## src/rtl/ram_be_pipe.sv

```systemverilog
// ram_be_pipe: single-clock RAM, one write + one read port, byte-lane write enables,
// 1- or 2-stage registered read path with valid strobe, and a hardware clear engine.
// Optional feature macro: RAM_BYPASS_EN (forward same-cycle, same-address write lanes to the read).
// Ports:
//   clk, rst               clock (rising edge), asynchronous active-high reset
//   cs                     chip select gating every request
//   wen, wbe, waddr, wdata write request, byte-lane enables, address, data
//   ren, raddr             read request and address
//   clr                    pulse that restarts the clear engine
//   rdata, rvalid          registered read data (held between reads) and its one-cycle strobe
//   init_busy              high while the clear engine zeroes the array
//   err                    sticky out-of-range access flag, cleared only by rst
module ram_be_pipe #(
   parameter int ADDR_WIDTH = 4,
   parameter int DATA_WIDTH = 32,
   parameter int DEPTH      = 16,
   parameter int RD_LATENCY = 1
) (
   input  logic                    clk,
   input  logic                    rst,
   input  logic                    cs,
   input  logic                    wen,
   input  logic [DATA_WIDTH/8-1:0] wbe,
   input  logic [ADDR_WIDTH-1:0]   waddr,
   input  logic [DATA_WIDTH-1:0]   wdata,
   input  logic                    ren,
   input  logic [ADDR_WIDTH-1:0]   raddr,
   input  logic                    clr,
   output logic [DATA_WIDTH-1:0]   rdata,
   output logic                    rvalid,
   output logic                    init_busy,
   output logic                    err
);
   localparam int NB = DATA_WIDTH / 8;
   localparam logic [ADDR_WIDTH:0]   DEPTH_W = (ADDR_WIDTH + 1)'(DEPTH);
   localparam logic [ADDR_WIDTH-1:0] LAST    = ADDR_WIDTH'(DEPTH - 1);
   if (RD_LATENCY != 1 && RD_LATENCY != 2) begin : g_bad_latency
      $error("ram_be_pipe: RD_LATENCY must be 1 or 2");
   end
   if (DATA_WIDTH % 8 != 0) begin : g_bad_width
      $error("ram_be_pipe: DATA_WIDTH must be a multiple of 8");
   end
   typedef enum logic {INIT, READY} state_e;
   state_e                  state_q, state_d;
   logic [ADDR_WIDTH-1:0]   cnt_q, cnt_d;
   logic [DATA_WIDTH-1:0]   mem [DEPTH];
   logic [DATA_WIDTH-1:0]   rd_word, d1_q;
   logic                    v1_q, err_q, wr_acc, rd_acc, w_ok, r_ok;
   // clr in READY takes priority over any same-cycle request
   assign wr_acc    = state_q == READY && cs && wen && !clr;
   assign rd_acc    = state_q == READY && cs && ren && !clr;
   assign w_ok      = {1'b0, waddr} < DEPTH_W;
   assign r_ok      = {1'b0, raddr} < DEPTH_W;
   assign init_busy = state_q == INIT;
   assign err       = err_q;
   always_comb begin
      state_d = state_q;
      cnt_d   = cnt_q;
      if (state_q == INIT) begin
         state_d = cnt_q == LAST ? READY : INIT;
         cnt_d   = cnt_q == LAST ? '0 : cnt_q + 1'b1;
      end else if (clr) begin
         state_d = INIT;
         cnt_d   = '0;
      end
   end
   // Out-of-range reads return zero; the optional bypass overlays written lanes
   always_comb begin
      rd_word = r_ok ? mem[raddr] : '0;
`ifdef RAM_BYPASS_EN
      for (int b = 0; b < NB; b++)
         if (wr_acc && w_ok && waddr == raddr && wbe[b]) rd_word[8*b +: 8] = wdata[8*b +: 8];
`else
`endif
   end
   always_ff @(posedge clk or posedge rst) begin
      if (rst) begin
         state_q <= INIT;
         cnt_q   <= '0;
         v1_q    <= 1'b0;
         d1_q    <= '0;
         err_q   <= 1'b0;
      end else begin
         state_q <= state_d;
         cnt_q   <= cnt_d;
         v1_q    <= rd_acc;
         if (rd_acc) d1_q <= rd_word;
         if ((wr_acc && !w_ok) || (rd_acc && !r_ok)) err_q <= 1'b1;
      end
   end
   // The array itself carries no reset; the clear engine zeroes it word by word
   always_ff @(posedge clk) begin
      if (state_q == INIT) mem[cnt_q] <= '0;
      else if (wr_acc && w_ok)
         for (int b = 0; b < NB; b++)
            if (wbe[b]) mem[waddr][8*b +: 8] <= wdata[8*b +: 8];
   end
   if (RD_LATENCY == 2) begin : g_lat2
      logic                  v2_q;
      logic [DATA_WIDTH-1:0] d2_q;
      always_ff @(posedge clk or posedge rst) begin
         if (rst) begin
            v2_q <= 1'b0;
            d2_q <= '0;
         end else begin
            v2_q <= v1_q;
            if (v1_q) d2_q <= d1_q;
         end
      end
      assign rvalid = v2_q;
      assign rdata  = d2_q;
   end else begin : g_lat1
      assign rvalid = v1_q;
      assign rdata  = d1_q;
   end
endmodule

```

## config.mk

```make
export PLATFORM = sky130hd
export DESIGN_NAME = ram_be_pipe
export DESIGN_NICKNAME = d
export VERILOG_FILES = /design/src/rtl/ram_be_pipe.sv
export SDC_FILE = /design/constraint.sdc
export NUM_CORES = 1
export LEC_CHECK = 0
export BUFFER_PORTS_ARGS = -buffer_cell sky130_fd_sc_hd__clkbuf_2
export CORE_ASPECT_RATIO = 1.5
export CORE_MARGIN = 3
export CORE_UTILIZATION = 64
export CTS_BUF_LIST = sky130_fd_sc_hd__clkbuf_8
export CTS_CLUSTER_DIAMETER = 100
export DETAILED_ROUTE_END_ITERATION = 10
export GPL_ROUTABILITY_DRIVEN = 0
export GPL_TIMING_DRIVEN = 0
export PLACE_DENSITY = 0.8
export RECOVER_POWER = 50
export SYNTH_ARGS = -nofsm -noshare
export SYNTH_HDL_FRONTEND = slang
export SYNTH_SLANG_ARGS = --single-unit
```

## constraint.sdc

```tcl
create_clock -name clk -period 2.8 [get_ports clk]
set_input_delay 0.42 -clock clk [delete_from_list [all_inputs] [get_ports clk]]
set_output_delay 0.42 -clock clk [all_outputs]
set_load 0.01 [all_outputs]
```

==> impl_metrics.env <==
export IMPL_final_cells=1682
export IMPL_path_buf_inv=3
export IMPL_crit_arrival_ps=3050
export IMPL_setup_viol=4
export IMPL_hold_depth=2
export IMPL_cts_buffer_depth=3
export IMPL_fmax_ghz=0.3549
export IMPL_seq_area_frac_synth_pct=75.15
export IMPL_rr_endpoint="mem[15][19]$_DFFE_PP_"
export IMPL_synth_edf_count=512
export IMPL_fin_nets=1255
export IMPL_vias_per_cell=6.596
export IMPL_cts_root_buffer="clkbuf_8"
export IMPL_p_leak_nw=8.483
export IMPL_period_share_pct=100.6
export IMPL_grt_pass1_vias=11623
export IMPL_clock_skew_ps=22.44
export IMPL_r2r_worst_path_cells=6
export IMPL_drt_iter0_drc=1170
export IMPL_min_from="clr"
export IMPL_slew_headroom_pct=-3.013
export IMPL_r2r_setup_slack_ps=-20
export IMPL_synth_flop_cell="edfxtp_1"
export IMPL_core_rowCount=82
export IMPL_startpoint_type="flop"
export IMPL_synth_mux_area_share_pct=17.04
export IMPL_via_count=11094
export IMPL_critPathCaptureType="flop"
export IMPL_cpMaxStageDelayCell="nor3_2"
export IMPL_crit_top_cell="buf_6"
export IMPL_synth_top_area_share_pct=70.78
export IMPL_wirelength_mm=47.82
export IMPL_p_per_area_mw_per_mm2=832.2
export IMPL_dpl_cell_area_sq_mm=0.02283
export IMPL_hold_path_end="cnt_q[0]$_DFFE_PP0P_"
export IMPL_grt_start_max_net_pins=25
export IMPL_maxCapViolCount=1
export IMPL_die_w_um=156.4
export IMPL_cts_sinks=550
export IMPL_setup_ws_ps=-17.62
export IMPL_hold_ws_ps=64.22
export IMPL_ys_types=40
export IMPL_dr_pass1_iters=5
export IMPL_synth_area_leaders="edfxtp_1 71%, mux4_2 13%, dfrtp_1 4.4%"
export IMPL_cts_buffers=76
export IMPL_grt_overflow=0
export IMPL_syn_inst=1034
export IMPL_route_detailed_drc=0
export IMPL_hpwl_mm=31.91
export IMPL_synthTopCellsByCount="512 x edfxtp_1, 126 x mux4_2, 87 x nor3_1, 38 x dfrtp_1, 35 x and2_1"
export IMPL_syn_to_final_growth_pct=12.52
export IMPL_rsz0062_at_grt="yes"
export IMPL_startpoint="state_q$_DFF_PP0_"
export IMPL_ys_seq_elements=550
export IMPL_dp_cells=1545
export IMPL_status="finished with violations"
export IMPL_required_ps=3030
export IMPL_ios=85
export IMPL_crit_chain="clkbuf_1 -> and3_1 -> buf_6 -> mux2_4 -> buf_6 -> nor3_2"
export IMPL_wire_per_inst_um=28.43
export IMPL_synth_xor_area_share_pct=0
export IMPL_synth_most_common_cell="edfxtp_1"
export IMPL_dieArea_sq_mm=0.03623
export IMPL_htree_levels=3
export IMPL_post_place_ws_ps=-751.9
export IMPL_violations="max-capacitance violations, max-slew violations, negative setup slack"
export IMPL_slowest_delay_ps=810
export IMPL_antenna_found_initial=0
export IMPL_num_fill_cells=1917
export IMPL_tightest_slew_ps=1545
export IMPL_crit_cells=6
export IMPL_design_area_sq_mm=0.02444
export IMPL_clk_pin_slew_ps=60
export IMPL_dieHeight_um=231.6
export IMPL_grt_usage_pct=27.41
export IMPL_finalHoldViolCount=0
export IMPL_netlist_area_sq_mm=0.02172
export IMPL_hold_class="input port to flop"
export IMPL_synth_compound_area_share_pct=1.849
export IMPL_syn_avg_cell_area_sq_um=21.01
export IMPL_core_sq_mm=0.03345
export IMPL_cp_top_family="simple AND/OR/NAND/NOR gates"
export IMPL_drv_slew=25
export IMPL_synth_top_family_by_area="multiplexers"
export IMPL_grt_pass1_wl_mm=71.57
export IMPL_async_flop_share_pct=6.909
export IMPL_yosys_area_share_simple_pct=4.153
export IMPL_vdd_drop_max_mv=0.5757
export IMPL_insertion_delay_ps=630
export IMPL_reg2reg_from="state_q$_DFF_PP0_"
export IMPL_synthAdderAreaFrac_pct=0.05760
export IMPL_synth_nets=1085
export IMPL_drive_gt1_share_pct=33.23
export IMPL_synth_top_cell_by_area="edfxtp_1"
export IMPL_antenna_left=0
export IMPL_period_needed_ps=2818
export IMPL_crit_fanout=10
export IMPL_numPortBuffers=80
export IMPL_critical_path_class="flop to flop"
export IMPL_cts_tree="yes"
export IMPL_ys_warn_count=0
export IMPL_initial_core_util_pct=64.95
## through the flow
stage,utilization [%],setup TNS (ps),total power (W)
2_1_floorplan,-,0,0.01314
3_3_place_gp,67.72,-287000,0.01434
3_5_place_dp,68.25,-214630,0.01465
4_1_cts,72.78,-13270,0.02029
5_1_grt,73.07,-1978,0.02108
6_report,73.08,-53.93,0.02034
## state kept, by name, indices dropped and copies added, names as in the netlist
signal   count
mem        512
rdata       32
cnt_q        4
rvalid       1
state_q      1
## placed cells by master, fill, tap and decap left out, drive strengths merged, types with 2 or more instances in the layout
cell type	n
clkinv	24
o22ai	2
nor2	8
a221o	30
clkbuf	197
nor2b	9
and2	35
mux4	126
dfrtp	38
inv	29
mux2i	41
a22oi	3
nand3	2
nor3	94
a21oi	4
nand2	8
edfxtp	512
o21ai	4
mux2	33
buf	47
## timing repair
item / in CTS / in global routing
setup endpoints to repair: 254 / 304
gates resized for setup: 25 / 32
hold endpoints to repair: 14 / 0
hold buffers: 1 / 0
buffers inserted: 0 / 0
cloned: 0 / 0
## worst max path at each step
stage                                       end  slack, ps
after CTS                  mem[5][18]$_DFFE_PP_       -290
after floorplan            mem[4][16]$_DFFE_PP_         40
after detailed placement   mem[4][26]$_DFFE_PP_       -750
after global placement     mem[2][29]$_DFFE_PP_       -950
final                     mem[15][19]$_DFFE_PP_        -20
after global routing       mem[6][16]$_DFFE_PP_        -70
## layer usage
metal | vias to the layer above | GRT usage (%) | wire (um)
li1 | 4640 | - | -
met1 | 5714 | 34.48 | 16520
met2 | 614 | 46.95 | 25340
met3 | 126 | 5.997 | 4140
met4 | 0 | 10.70 | 1824
met5 | - | 0 | 0
## worst reg2reg max path, stage by stage (launching register included)
cell      delay (ps)
dfrtp_1          340
clkbuf_1         280
and3_1           230
buf_6            140
mux2_4           400
buf_6            210
nor3_2           810
## report_power, final
| part | internal, W | switching [W] | leakage (nW) |
|---|---|---|---|
| clock network | 0.00283 | 0.00284 | 0.812 |
| registers | 0.0105 | 0.000450 | 5.50 |
| logic | 0.00131 | 0.00243 | 2.17 |
## cells by family after synthesis
kind of cell             Yosys count
adder cells (fa/ha/maj)            1
AO/OA/AOI/OAI                     46
buffers and inverters             73
multiplexers                     200
other                              1
flip-flops                       550
AND/OR/NAND/NOR                  163
## final cells by class
cell class	count	area (sq um)	area share, %
plain buffers	70	369.1	1.510
flip-flops and latches	550	16330	66.79
repair buffers	92	455.4	1.863
clock inverters	51	225.2	0.9214
multi-input cells	411	5371	21.98
well taps	420	525.5	2.150
inverters	3	11.26	0.04607
clock buffers	84	1156	4.730
diodes	1	2.502	0.01024
Power figures use the tool's default switching activity.
